$ cat src/rtl/axis_noc_pkt_arbiter.sv
// axis_noc_pkt_arbiter: packet-level round-robin arbiter sharing one AXI4-Stream NoC channel.
// Grant is held from the first beat through tlast; each packet is tagged with its requester index on m_tid.
// Optional feature: define AXIS_NOC_ARB_OUT_REG_EN to register the channel outputs through a 2-entry skid buffer.
module axis_noc_pkt_arbiter #(
    parameter int NUM_REQ     = 4,
    parameter int DATA_WIDTH  = 256,
    parameter int KEEP_WIDTH  = DATA_WIDTH / 8,
    parameter int TID_WIDTH   = 6,
    parameter int TDEST_WIDTH = 7,
    parameter int MAX_BEATS   = 64
) (
    input  logic                            aclk,
    input  logic                            arstn,
    input  logic [NUM_REQ-1:0]              s_tvalid,
    output logic [NUM_REQ-1:0]              s_tready,
    input  logic [NUM_REQ*DATA_WIDTH-1:0]   s_tdata,
    input  logic [NUM_REQ-1:0]              s_tlast,
    input  logic [NUM_REQ*KEEP_WIDTH-1:0]   s_tkeep,
    input  logic [NUM_REQ*TDEST_WIDTH-1:0]  s_tdest,
    output logic                            m_tvalid,
    input  logic                            m_tready,
    output logic [DATA_WIDTH-1:0]           m_tdata,
    output logic [KEEP_WIDTH-1:0]           m_tkeep,
    output logic                            m_tlast,
    output logic [TDEST_WIDTH-1:0]          m_tdest,
    output logic [TID_WIDTH-1:0]            m_tid,
    output logic [NUM_REQ-1:0]              grant,
    output logic                            err_overlong
);

    localparam int IW = $clog2(NUM_REQ);
    localparam int PW = DATA_WIDTH + KEEP_WIDTH + 1 + TDEST_WIDTH + TID_WIDTH;

    typedef enum logic {IDLE, PKT} state_t;

    state_t               state_q, state_d;
    logic [IW-1:0]        g_q, g_d, last_q, last_d, idx;
    logic [NUM_REQ-1:0]   grant_q, grant_d;
    logic [15:0]          cnt_q, cnt_d;
    logic                 err_q, err_d;
    logic                 found;
    logic [PW-1:0]        in_pl;
    logic                 in_v, in_last, rdy, xfer;

    // Payload of the granted requester; zero while idle so tid/tlast read 0 between packets
    always_comb begin
        in_pl   = '0;
        in_v    = 1'b0;
        in_last = 1'b0;
        if (state_q == PKT) begin
            in_v    = s_tvalid[g_q];
            in_last = s_tlast[g_q];
            in_pl   = {s_tdata[int'(g_q)*DATA_WIDTH +: DATA_WIDTH],
                       s_tkeep[int'(g_q)*KEEP_WIDTH +: KEEP_WIDTH],
                       in_last,
                       s_tdest[int'(g_q)*TDEST_WIDTH +: TDEST_WIDTH],
                       TID_WIDTH'(g_q)};
        end
    end

    assign xfer     = in_v & rdy;
    assign s_tready = (state_q == PKT && rdy) ? grant_q : '0;
    assign grant    = grant_q;
    assign err_overlong = err_q;

    // Round-robin pick in IDLE, packet tracking and overlong detection in PKT
    always_comb begin
        state_d = state_q;
        g_d     = g_q;
        last_d  = last_q;
        grant_d = grant_q;
        cnt_d   = cnt_q;
        err_d   = err_q;
        found   = 1'b0;
        idx     = '0;
        if (state_q == IDLE) begin
            for (int i = 1; i <= NUM_REQ; i++) begin
                idx = IW'((int'(last_q) + i) % NUM_REQ);
                if (!found && s_tvalid[idx]) begin
                    found = 1'b1;
                    g_d   = idx;
                end
            end
            if (found) begin
                state_d = PKT;
                grant_d = NUM_REQ'(1) << g_d;
                cnt_d   = '0;
            end
        end else if (xfer) begin
            cnt_d = cnt_q + 16'd1;
            if (!in_last && cnt_q == 16'(MAX_BEATS - 1)) err_d = 1'b1;
            if (in_last) begin
                state_d = IDLE;
                last_d  = g_q;
                grant_d = '0;
            end
        end
    end

    // Arbiter state registers
    always_ff @(posedge aclk) begin
        if (!arstn) begin
            state_q <= IDLE;
            g_q     <= '0;
            last_q  <= IW'(NUM_REQ - 1);
            grant_q <= '0;
            cnt_q   <= '0;
            err_q   <= 1'b0;
        end else begin
            state_q <= state_d;
            g_q     <= g_d;
            last_q  <= last_d;
            grant_q <= grant_d;
            cnt_q   <= cnt_d;
            err_q   <= err_d;
        end
    end

`ifdef AXIS_NOC_ARB_OUT_REG_EN
    logic [PW-1:0] out_q, out_d, skid_q, skid_d;
    logic          out_v_q, out_v_d, skid_v_q, skid_v_d;

    // Requester sees ready as long as the skid slot is free, so m_tready never reaches s_tready
    assign rdy = ~skid_v_q;

    // Output slot refills from the skid slot first, otherwise from the incoming beat
    always_comb begin
        out_d    = out_q;
        out_v_d  = out_v_q;
        skid_d   = skid_q;
        skid_v_d = skid_v_q;
        if (!out_v_q || m_tready) begin
            if (skid_v_q) begin
                out_d    = skid_q;
                out_v_d  = 1'b1;
                skid_v_d = 1'b0;
            end else begin
                out_v_d = xfer;
                if (xfer) out_d = in_pl;
            end
        end else if (xfer) begin
            skid_d   = in_pl;
            skid_v_d = 1'b1;
        end
    end

    // Skid buffer registers; reset empties both slots
    always_ff @(posedge aclk) begin
        if (!arstn) begin
            out_q    <= '0;
            out_v_q  <= 1'b0;
            skid_q   <= '0;
            skid_v_q <= 1'b0;
        end else begin
            out_q    <= out_d;
            out_v_q  <= out_v_d;
            skid_q   <= skid_d;
            skid_v_q <= skid_v_d;
        end
    end

    assign m_tvalid = out_v_q;
    assign {m_tdata, m_tkeep, m_tlast, m_tdest, m_tid} = out_q;
`else
    assign rdy      = m_tready;
    assign m_tvalid = in_v;
    assign {m_tdata, m_tkeep, m_tlast, m_tdest, m_tid} = in_pl;
`endif

endmodule

$ cat config.mk
export PLATFORM = sky130hd
export DESIGN_NAME = axis_noc_pkt_arbiter
export DESIGN_NICKNAME = d
export VERILOG_FILES = /design/src/rtl/axis_noc_pkt_arbiter.sv
export SDC_FILE = /design/constraint.sdc
export NUM_CORES = 1
export LEC_CHECK = 0
export BUFFER_PORTS_ARGS = -buffer_cell sky130_fd_sc_hd__buf_4
export CORE_AREA = 2 2 593 595
export DETAILED_ROUTE_END_ITERATION = 12
export DIE_AREA = 0 0 595 597
export SLEW_MARGIN = 20
export SYNTH_ARGS = -nofsm -noshare
export SYNTH_HDL_FRONTEND = slang
export SYNTH_SLANG_ARGS = --single-unit
$ cat constraint.sdc
create_clock -name aclk -period 2.4 [get_ports aclk]
set_input_delay 0.48 -clock aclk [delete_from_list [all_inputs] [get_ports aclk]]
set_output_delay 0.48 -clock aclk [all_outputs]
set_load 0.02 [all_outputs]
==> impl_metrics.env <==
export IMPL_power_leakage_nw=12.5
export IMPL_drive_gt1_share_pct=92.3
export IMPL_cap_violations=0
export IMPL_vias=19800
export IMPL_critPathLaunchType="flip-flop"
export IMPL_critPathMaxFanout=7
export IMPL_r2r_slack_ns=0.01
export IMPL_place_hpwl_mm=332
export IMPL_dieHeight_um=597
export IMPL_hold_violations=0
export IMPL_synth_area_top_cells="mux4_2 (64%), and2_1 (18%), dfxtp_1 (5.0%)"
export IMPL_ys_ff_latch=26
export IMPL_cp_cell_sequence="buf_16 > buf_16 > clkbuf_16 > buf_4 > mux4_2 > and2_4 > buf_6"
export IMPL_die_x_um=595
export IMPL_synth_area_mm2=0.0104
export IMPL_fp_row_count=217
export IMPL_fin_ws_ns=-0.337
export IMPL_instances_no_fill=7210
export IMPL_cts_inserted_buffers=3
export IMPL_synth_top_area_cell="mux4_2"
export IMPL_crit_slowest_cell="mux4_2"
export IMPL_vdd_drop_max_v=0.000289
export IMPL_drc=0
export IMPL_worst_pin_slew_ns=0.580
export IMPL_yosysSeqAreaShare_pct=4.98
export IMPL_violations="negative setup slack"
export IMPL_cts_max_level=1
export IMPL_start_util_pct=3.00
export IMPL_p_per_area_mw_per_mm2=287
export IMPL_dp_cells=6952
export IMPL_grt_pass1_vias=18100
export IMPL_port_buffers=1498
export IMPL_overflow=0
export IMPL_min_period_over_period_pct=114
export IMPL_final_setup_viol_count=297
export IMPL_drv_slew=0
export IMPL_clk_latency_ns=0.27
export IMPL_cp_required_ns=1.92
export IMPL_synth_edf_count=0
export IMPL_mostFrequentLayoutCells="buf_4 (1289), mux4_2 (297), and2_4 (270)"
export IMPL_wl_per_cell_um=48.8
export IMPL_grt_max_degree=70
export IMPL_avgSynthCellArea_um2=12.0
export IMPL_coreArea_mm2=0.349
export IMPL_rsz0062_at_grt="true"
export IMPL_vias_per_cell=2.74
export IMPL_end_kind="output port"
export IMPL_worstHoldPathType="input port to flip-flop"
export IMPL_dieArea_mm2=0.355
export IMPL_post_synth_top_area_fraction_pct=64.0
export IMPL_cts_tree="done"
export IMPL_cts_max_path_buffers=2
export IMPL_drt_pass1_iterations=6
export IMPL_layout_commonest_cell="buf_4"
export IMPL_area_growth_pct=209
export IMPL_antenna_found_initial=590
export IMPL_grt_pass1_wl_mm=388
export IMPL_gp_congestion=1.03
export IMPL_fin_skew_ns=0.0107
export IMPL_whs_ns=0.486
export IMPL_fmax_mhz=365
export IMPL_max_stage_delay_ns=0.54
export IMPL_p_total_mw=9.25
export IMPL_slew_headroom_pct=61.0
export IMPL_ant_nets=0
export IMPL_path_common_cell="buf_16"
export IMPL_yosys_cell_types_count=45
export IMPL_fin_crit_ns=2.74
export IMPL_tns_ns=-59.58
export IMPL_criticalPathCategory="flip-flop to output port"
export IMPL_arrival_ns=2.26
export IMPL_totalWireLength_mm=352
export IMPL_drt_iter0_drc=1901
export IMPL_status="complete, but fails checks"
export IMPL_ys_flop_type="dfxtp_1"
export IMPL_cts_sinks=26
export IMPL_io_pins=1503
export IMPL_gr_usage_all_layers_pct=18.8
export IMPL_root_buffer="clkbuf_16"
export IMPL_nets=3644
export IMPL_synthCells=873
export IMPL_yosysWarnings=0
export IMPL_path_clk_slew_ns=0.08
export IMPL_async_flop_share_pct=0
logic make-up (layout without fill, tap and decap cells):
| logic type | count (synthesis) | count (layout) | synth area share [%] |
|---|---|---|---|
| buffers and inverters | 116 | 1690 | 5.07 |
| other | 1 | 164 | 0.0359 |
| adder cells (fa/ha/maj) | 1 | 1 | 0.120 |
| AO/OA/AOI/OAI | 32 | 33 | 2.16 |
| multiplexers | 303 | 303 | 64.6 |
| AND/OR/NAND/NOR | 383 | 383 | 22.1 |
| XOR/XNOR | 11 | 11 | 0.922 |
| flip-flops | 26 | 26 | 4.98 |
routing by layer:
| layer | GRT usage, % | vias up | share of wire [%] |
|---|---|---|---|
| met3 | 16.2 | 1116 | 19 |
| met1 | 17.1 | 9090 | 30 |
| met4 | 5.52 | 472 | 4.4 |
| met2 | 31.1 | 2173 | 46 |
| met5 | 0 | - | 0.93 |
| li1 | - | 6902 | - |
sequential cells by signal, summed over array words and instances, names as in the netlist:
register	cells
err_overlong	1
last_q	2
grant	4
cnt_q	16
state_q	1
g_q	2
where the power goes:
| part | total (mW) | switching, mW | internal (mW) |
|---|---|---|---|
| registers | 0.467 | 0.0252 | 0.441 |
| clock network | 0.425 | 0.169 | 0.256 |
| logic | 8.36 | 3.95 | 4.41 |
critical path, delay by kind of cell, from the launching register on:
kind,cells,cell delay (ns)
muxes,1,0.54
DFF,1,0.40
and+or+nand+nor,1,0.17
buffers and inverters,5,0.79
worst paths after layout:
| path | startpoint | endpoint | depth (start not counted) |
|---|---|---|---|
| worst min register to register | err_overlong | err_overlong | 1 |
| worst max-delay path | g_q[0] | m_tdata[154] | 7 |
| worst max register to register | g_q[0] | cnt_q[4] | 10 |
| worst min-delay path | arstn | last_q[1] | 2 |
repair_timing:
item / 4_1_cts / 5_1_grt
buffers inserted: 37 / 40
setup endpoints to repair: 286 / 302
gates resized for setup: 235 / 545
hold buffers: 0 / 0
cloned: 12 / 13
pin swaps: 31 / 70
stage by stage:
step,instance area (um2),setup WS [ns],utilization [%]
after floorplan,10500,0.133,-
after global placement,28000,-0.126,8.04
after detailed placement,28000,-0.137,8.04
after CTS,29600,-0.363,8.48
after global routing,32000,-0.376,9.19
final,32200,-0.337,9.25
final cells by class:
class,count,area (um2)
timing repair buffer,1683,15400
clock buffer,4,88.8
tap,4599,5750
inverter,3,11.3
antenna,160,400
fill,40400,316000
multi-input combinational,735,10100
sequential,26,532
synth_stat cells (3+ instances only):
master and n:
nor2_1 16, nand2_1 23, mux4_2 297, o21a_1 5
xor2_1 9, buf_2 36, buf_6 3, nor2b_1 3
buf_4 7, and2_1 302, nand4_1 4, buf_1 19
mux2i_1 6, nor4_1 7, clkbuf_1 48, and3_1 10
a21oi_1 7, nand3_1 8, dfxtp_1 26, inv_1 3
No activity file was read; power rests on OpenSTA's default activity.
